**config.mk**
```make
export PLATFORM = sky130hd
export DESIGN_NAME = dec_bit_packer
export DESIGN_NICKNAME = d
export VERILOG_FILES = /design/src/rtl/dec_bit_packer.sv
export SDC_FILE = /design/constraint.sdc
export NUM_CORES = 1
export LEC_CHECK = 0
export CORE_UTILIZATION = 25
export DETAILED_ROUTE_END_ITERATION = 8
export PLACE_DENSITY = 0.41
export SLEW_MARGIN = 25
export SYNTH_ARGS = -nofsm -noshare
export SYNTH_HDL_FRONTEND = slang
export SYNTH_SLANG_ARGS = --single-unit
```
**constraint.sdc**
```tcl
create_clock -name i_clk -period 3.9 [get_ports i_clk]
set_clock_uncertainty 0.1 [all_clocks]
set_input_delay 0.585 -clock i_clk [delete_from_list [all_inputs] [get_ports i_clk]]
set_output_delay 0.585 -clock i_clk [all_outputs]
set_load 0.005 [all_outputs]
```
**src/rtl/dec_bit_packer.sv**
```systemverilog
// Serial-to-word packer: collects decoded bits LSB-first into MEM_WIDTH-bit words
// and writes them to consecutive memory addresses from a programmable base.
module dec_bit_packer #(
  parameter int MEM_WIDTH = 32,
  parameter int MEM_DEPTH = 64,
  parameter int MEM_ADDRW = $clog2(MEM_DEPTH),
  parameter int LEN_W     = $clog2(MEM_WIDTH*MEM_DEPTH)+1
) (
  input  logic                 i_clk,
  input  logic                 i_rst_n,
  input  logic                 i_start,
  input  logic [MEM_ADDRW-1:0] i_base_addr,
  input  logic [LEN_W-1:0]     i_nbits,
  input  logic                 i_bit_valid,
  input  logic                 i_bit,
  output logic                 o_bit_ready,
  output logic                 o_mem_wen,
  output logic [MEM_ADDRW-1:0] o_mem_addr,
  output logic [MEM_WIDTH-1:0] o_mem_wdata,
  output logic                 o_busy,
  output logic                 o_done,
  output logic [MEM_ADDRW:0]   o_nwords
);

  localparam int PW = $clog2(MEM_WIDTH);
  localparam logic [LEN_W-1:0] MAX_BITS = LEN_W'(MEM_WIDTH*MEM_DEPTH);

  typedef enum logic [1:0] {
    S_IDLE    = 2'd0,
    S_COLLECT = 2'd1,
    S_LAST    = 2'd2,
    S_DONE    = 2'd3
  } state_t;

  state_t                r_state;
  state_t                w_next;
  logic [LEN_W-1:0]      r_nbits;
  logic [LEN_W-1:0]      r_cnt;
  logic [MEM_WIDTH-1:0]  r_pack;
  logic [MEM_ADDRW-1:0]  r_addr;
  logic                  r_ready;
  logic                  r_wen;
  logic [MEM_ADDRW-1:0]  r_mem_addr;
  logic [MEM_WIDTH-1:0]  r_wdata;
  logic                  r_busy;
  logic                  r_done;
  logic [MEM_ADDRW:0]    r_nwords;

  logic                  w_accept;
  logic [PW-1:0]         w_pos;
  logic [MEM_WIDTH-1:0]  w_word;
  logic                  w_last_bit;
  logic                  w_full;
  logic [LEN_W-1:0]      w_nbits_clamped;
  logic [MEM_ADDRW:0]    w_ceil;

  // Datapath decode for the bit currently offered
  always_comb begin
    w_accept        = r_ready & i_bit_valid;
    w_pos           = r_cnt[PW-1:0];
    w_word          = r_pack | (MEM_WIDTH'(i_bit) << w_pos);
    w_last_bit      = ((r_cnt + LEN_W'(1)) == r_nbits);
    w_full          = (w_pos == {PW{1'b1}});
    w_nbits_clamped = (i_nbits > MAX_BITS) ? MAX_BITS : i_nbits;
    w_ceil          = (MEM_ADDRW+1)'((r_nbits + LEN_W'(MEM_WIDTH-1)) >> PW);
  end

  // Next-state logic
  always_comb begin
    w_next = r_state;
    case (r_state)
      S_IDLE: begin
        if (i_start) begin
          if (i_nbits == LEN_W'(0)) begin
            w_next = S_DONE;
          end else begin
            w_next = S_COLLECT;
          end
        end else begin
          w_next = S_IDLE;
        end
      end
      S_COLLECT: begin
        if (w_accept && w_last_bit) begin
          w_next = S_LAST;
        end else begin
          w_next = S_COLLECT;
        end
      end
      S_LAST:  w_next = S_DONE;
      S_DONE:  w_next = S_IDLE;
      default: w_next = S_IDLE;
    endcase
  end

  // State register
  always_ff @(posedge i_clk or negedge i_rst_n) begin
    if (!i_rst_n) begin
      r_state <= S_IDLE;
    end else begin
      r_state <= w_next;
    end
  end

  // Packing, addressing and registered outputs
  always_ff @(posedge i_clk or negedge i_rst_n) begin
    if (!i_rst_n) begin
      r_nbits    <= '0;
      r_cnt      <= '0;
      r_pack     <= '0;
      r_addr     <= '0;
      r_ready    <= 1'b0;
      r_wen      <= 1'b0;
      r_mem_addr <= '0;
      r_wdata    <= '0;
      r_busy     <= 1'b0;
      r_done     <= 1'b0;
      r_nwords   <= '0;
    end else begin
      r_wen   <= 1'b0;
      r_ready <= (w_next == S_COLLECT);
      r_busy  <= (w_next == S_COLLECT) || (w_next == S_LAST);
      r_done  <= (w_next == S_DONE);
      case (r_state)
        S_IDLE: begin
          if (i_start) begin
            r_addr  <= i_base_addr;
            r_nbits <= w_nbits_clamped;
            r_cnt   <= '0;
            r_pack  <= '0;
            if (i_nbits == LEN_W'(0)) begin
              r_nwords <= '0;
            end
          end
        end
        S_COLLECT: begin
          if (w_accept) begin
            r_cnt <= r_cnt + LEN_W'(1);
            // Hand the word off and clear the packer so the next bit starts clean
            if (w_full || w_last_bit) begin
              r_wen      <= 1'b1;
              r_mem_addr <= r_addr;
              r_wdata    <= w_word;
              r_addr     <= r_addr + MEM_ADDRW'(1);
              r_pack     <= '0;
            end else begin
              r_pack <= w_word;
            end
          end
        end
        S_LAST: begin
          r_nwords <= w_ceil;
        end
        S_DONE: begin
          r_pack <= '0;
        end
        default: begin
          r_pack <= '0;
        end
      endcase
    end
  end

  assign o_bit_ready = r_ready;
  assign o_mem_wen   = r_wen;
  assign o_mem_addr  = r_mem_addr;
  assign o_mem_wdata = r_wdata;
  assign o_busy      = r_busy;
  assign o_done      = r_done;
  assign o_nwords    = r_nwords;

endmodule

```
==> results.toml, run 1 <==
[run_status]
status = "completed"

[sta]
worstMarginPinSlew_ns = 0.8492
setup-violations-final = 0
finalMaxSlewViolations = 0
rsz0062_at_grt = "false"
slew_headroom = 0.4326
finalHoldViolCount = 0
period_minus_slack_ns = 3.406
fin_ws_ns = 0.4936
tns_ns = 0
finalCritPeriodShare = 0.8734
clock.fmax_ghz = 0.2936

[placement]
pre_cts_ws_ns = 0.5163
gp_congestion = 0.8059
hpwl_um = 9476
io_buffers = 71

[final_layout]
fillCellCount = 2194
insertedDiodeCount = 0
nets = 636
layout_common_cells = "dfrtp_1, clkdlybuf4s50_1, nor2_1, nand2_1, inv_1"
area_growth_pct = 28.68
drive_gt1_frac = 0.09340
final_common_cell = "dfrtp_1"

[power]
power.total_mw = 5.137
peakVddDrop_v = 0.0003467
cellPowerDensity_nw_per_um2 = 737.9
p_leak_nw = 3.037

[setup_path]
worstPathRequired_ns = 4.10
crit_type = "flip-flop to flip-flop"
cp_slowest_stage_delay_ns = 0.61
cp_slowest_cell = "dfrtp_1"
end_kind = "flip-flop"
arrival_ns = 3.61
worst-path-max-fanout = 24
startpoint_type = "flip-flop"
crit_chain = "ha_1, and3_1, ha_1, xor2_1, nor4_1, nand3_1, o31a_2, nor2_4, buf_4, mux2_2"
cp_common_cell = "ha_1"

[yosys]
mappedNetlistNets = 568
synthCells = 541
ys_seq_area_frac = 0.5227
synth_enable_flop_cells = 0
ys_warn_count = 0
synth_cell_types = 54
synthArstFlopShare = 1.000
synth_flop_cell = "dfrtp_1"
ys_ff_latch = 113
avgSynthCellArea_um2 = 10.00
synth_area_um2 = 5410

[cts]
ctsResizeCount = 0
clkLatencyLatePin_ns = 0.42
cts-root-buf = "clkbuf_16"
clk_pin_slew_ns = 0.06
cts_tree = "done"
hold_buffers = 0
cts_buffers = 17
htree_levels = 4
post_cts_buffers = 0
clockBufferDepth = 2
numClockSinks = 113

[drt]
remaining_drc_errors = 0
wl_per_cell_um = 15.55
drtAntennaViolNets = 0
routed_via_density = 4.631
drt_iter0_drc = 231
num_vias = 4149
first_pass_iters = 4
wirelength_um = 13940

[die]
die_area_um2 = 22230
pin_count = 72
fp.dieH_um = 149.1
die_w_um = 149.1
core_area_um2 = 21090
rows = 53
start_util = 0.2566

[global_routing]
grt_pass1_wl_um = 23120
grt_max_degree = 114
antenna_found_initial = 0
grt_remaining_overflow = 0
grt_util_all_layers = 0.1357
grt_pass1_vias = 4239

[hold_path]
hold_path_class = "input pin to asynchronous set/reset pin"

[flow_run]
max-cap-violations = 0
==> critical path, delay by kind of cell (launching register included) <==
kind	cells	cell delay, ns
xor gates and xnor gates	1	0.17
AOI/OAI and AO/OA	1	0.42
DFF	1	0.61
buffers and inverters	1	0.35
adders and majority gates	2	0.58
and+or+nand+nor	4	0.66
muxes	1	0.38
==> state kept, by name, summed over array words and instances, names as in the netlist, 2 cells and up <==
name	cells
o_mem_addr	6
o_mem_wdata	32
o_nwords	7
r_addr	6
r_cnt	12
r_nbits	12
r_pack	32
r_state	2
==> logic make-up after synthesis <==
| group | share of synthesized area |
|---|---|
| fa+ha+maj | 0.009251 |
| mux | 0.07493 |
| compound gates | 0.1575 |
| simple gates | 0.1376 |
| xor+xnor | 0.03885 |
| buf+inv | 0.05920 |
| flops | 0.5227 |
==> where the power goes <==
group | switching [mW] | internal, mW
Clock | 0.597 | 0.944
Sequential | 0.353 | 1.54
Combinational | 0.871 | 0.829
Total | 1.82 | 3.32
==> per-stage QoR <==
stage	area (um^2)	cells	util	hold slack (ns)
3_3_place_gp	6380	865	0.3025	0.3737
6_report	6962	896	0.3301	0.09233
2_1_floorplan	5410	541	-	0.1894
4_1_cts	6962	896	0.3301	0.1773
5_1_grt	6962	896	0.3301	0.1916
3_5_place_dp	6380	865	0.3025	0.3740
==> worst paths after layout <==
check	from	endpoint	slack (ns)	depth (start not counted)
setup / recovery	r_cnt[1]	o_mem_wdata[14]	0.49	10
hold reg to reg	o_mem_addr[4]	o_mem_addr[4]	0.38	1
min in group i_clk	o_mem_addr[4]	o_mem_addr[4]	0.38	1
max in group asynchronous	i_rst_n	o_mem_wdata[22]	3.05	2
hold / removal	i_rst_n	o_nwords[6]	0.09	2
setup reg to reg	r_cnt[1]	o_mem_wdata[14]	0.49	10
==> layout make-up <==
| cell class | count | area (um^2) | share of cell area |
|---|---|---|---|
| inverters | 40 | 150.1 | 0.02157 |
| repair buffers | 81 | 795.8 | 0.1143 |
| well taps | 275 | 344.1 | 0.04942 |
| clock buffers | 17 | 425.4 | 0.06111 |
| flip-flops and latches | 113 | 2828 | 0.4062 |
| multi-input cells | 356 | 2262 | 0.3249 |
| clock inverters | 14 | 156.4 | 0.02247 |
==> per-layer routing <==
| layer | wire length (um) | vias up | global-route usage |
|---|---|---|---|
| li1 | - | 2025 | - |
| met1 | 6665 | 2015 | 0.1869 |
| met2 | 6565 | 99 | 0.2056 |
| met3 | 573 | 10 | 0.02813 |
| met4 | 131 | 0 | 0.05714 |
| met5 | 0 | - | 0 |
==> cell usage after synthesis, types with 9 or more instances <==
| master | count | share of area |
|---|---|---|
| nand2_1 | 40 | 0.028 |
| nand3_1 | 11 | 0.010 |
| inv_1 | 40 | 0.028 |
| a31oi_1 | 36 | 0.042 |
| xor2_1 | 15 | 0.024 |
| nor3_1 | 9 | 0.0083 |
| nor2_1 | 54 | 0.037 |
| xnor2_1 | 9 | 0.015 |
| clkbuf_1 | 18 | 0.012 |
| o21ai_0 | 31 | 0.029 |
| mux2i_1 | 27 | 0.050 |
| a21oi_1 | 30 | 0.028 |
| dfrtp_1 | 113 | 0.52 |
Note: power is estimated with default switching activity, not from simulation.
==> run 2, diff against run 1 <==
Settings changed: CORE_UTILIZATION 25 to 45, PLACE_DENSITY 0.41 to 0.65.
==> run 2 against run 1 <==
Effect of this change:
- sequential share of layout area up 0.64 points
- flip-flop and latch count unchanged
- utilization up 26 points
- die area down 44%
- via count up 1.7%
- worst hold slack better by 0.020 ns
- the run now ends with design-rule violations left
- cell area down 1.5%
- first-iteration DRC count up 8.2%
- maximum frequency up 2.8%
==> results.toml, run 2 (same netlist as run 1, synthesis figures left out) <==
[run_status]
status = "complete, but fails checks"
violations = "design-rule violations"

[power]
cellPowerDensity_nw_per_um2 = 764.3
peakVddDrop_v = 0.0003508
p_comb_frac = 0.320
pwr-share-seq = 0.360
sw_frac_of_total = 0.3281
clkPwrFrac = 0.319
p_leak_nw = 3.070
power.total_mw = 5.238
p_int_mw = 3.520
power_switching_mw = 1.719

[final_layout]
fillCellCount = 979
final_common_cell = "dfrtp_1"
area_growth_pct = 26.69
nets = 633
layout_common_cells = "dfrtp_1, clkdlybuf4s50_1, nor2_1, nand2_1, inv_1"
seqCellArea_um2 = 2828
drive_gt1_frac = 0.08885
insertedDiodeCount = 0
multi_input_area_um2 = 2262

[setup_path]
r2r-start = "r_cnt[1]"
worstPathRequired_ns = 4.12
worstSetupStartpoint = "r_cnt[1]"
worst-path-max-fanout = 28
arrival_ns = 3.54
startpoint_type = "flip-flop"
end_kind = "flip-flop"
crit_type = "flip-flop to flip-flop"

[die]
fp.dieH_um = 111.6
die_area_um2 = 12460
rows = 39
core_area_um2 = 11560
die_w_um = 111.6
pin_count = 72
start_util = 0.4678

[sta]
fin_ws_ns = 0.5874
tns_ns = 0
finalCritPeriodShare = 0.8494
rsz0062_at_grt = "false"
setup-violations-final = 0
finalMaxSlewViolations = 0
worstMarginPinSlew_ns = 0.9503
clock.fmax_ghz = 0.3019
period_minus_slack_ns = 3.313
finalHoldViolCount = 0
slew_headroom = 0.3641

[drt]
wl_per_cell_um = 15.99
routed_via_density = 5.539
first_pass_iters = 8
drt_iter0_drc = 250
remaining_drc_errors = 4
drt-met1-wl_um = 6037
wirelength_um = 12180
drtAntennaViolNets = 0
routed-wl-met3_um = 485
num_vias = 4221
met2_length_um = 5494
top_layer = "met4"

[flow_run]
max-cap-violations = 0

[cts]
post_cts_buffers = 0
cts_buffers = 17
clockBufferDepth = 2
clkLatencyLatePin_ns = 0.41
hold_buffers = 0
cts_tree = "done"
clk_pin_slew_ns = 0.05
numClockSinks = 113
cts-root-buf = "clkbuf_16"
ctsResizeCount = 0
htree_levels = 4

[global_routing]
grt_pass1_wl_um = 21060
grt_max_degree = 61
grt_remaining_overflow = 0
antenna_found_initial = 0
grt_util_all_layers = 0.2126
grt_pass1_vias = 4303

[placement]
pre_cts_ws_ns = 0.6119
io_buffers = 71
gp_congestion = 0.8344
hpwl_um = 8167

[hold_path]
hold_path_class = "input pin to asynchronous set/reset pin"
run 2: cell types whose count changed in the layout (fill, tap and decap cells not counted):
| cell | previous run | this run |
|---|---|---|
| clkinv_4 | 3 | 1 |
| clkinv_2 | 1 | 3 |
| buf_4 | 10 | 6 |
| clkbuf_8 | 0 | 5 |
| buf_12 | 1 | 2 |
| clkbuf_1 | 0 | 1 |
| inv_6 | 4 | 0 |
| bufinv_16 | 2 | 4 |
| clkinvlp_4 | 4 | 1 |
run 2: area by class of cell:
class	instances	share of cell area
Sequential cell	113	0.4126
Tap cell	143	0.02610
Inverter	40	0.02191
Multi-Input combinational cell	356	0.3300
Timing Repair Buffer	78	0.1146
Clock inverter	9	0.02209
Clock buffer	23	0.07265
run 2: per-layer routing:
layer | GRT usage | vias up
met5 | 0 | -
met1 | 0.2981 | 2078
li1 | - | 2026
met2 | 0.3193 | 98
met3 | 0.05661 | 19
met4 | 0.07297 | 0
run 2: through the flow:
step | hold WS (ns) | std cells | area, um^2 | util
floorplan | 0.1894 | 541 | 5410 | -
global placement | 0.3656 | 730 | 6205 | 0.5365
detailed placement | 0.3761 | 730 | 6205 | 0.5365
CTS | 0.1373 | 762 | 6854 | 0.5927
global route | 0.1599 | 762 | 6854 | 0.5927
finish | 0.1127 | 762 | 6854 | 0.5927
run 2: final timing paths:
kind	endpoint	slack, ns	cells after the start
max in group asynchronous	o_mem_wdata[11]	2.82	2
min in group i_clk	o_nwords[3]	0.39	2
hold / removal	o_nwords[5]	0.11	1
setup reg to reg	o_mem_wdata[2]	0.59	10
setup / recovery	o_mem_wdata[2]	0.59	10
hold reg to reg	o_nwords[3]	0.39	2
run 2: power groups by stage:
stage	Clock, mW	Combinational [mW]	Sequential (mW)
finish	1.67	1.68	1.89
CTS	1.70	1.69	1.89
floorplan	0	1.07	1.80
global route	1.76	1.87	1.94
detailed placement	0	1.67	1.90
global placement	0	1.64	1.88
run 2: worst max-delay path, cell delays in order, from the launching register on:
cell     delay [ns]
dfrtp_1        0.52
ha_1           0.31
and3_1         0.20
ha_1           0.31
xor2_1         0.17
nor4_1         0.23
nand3_1        0.12
o31a_2         0.41
nor2_4         0.34
buf_12         0.27
mux2i_1        0.23
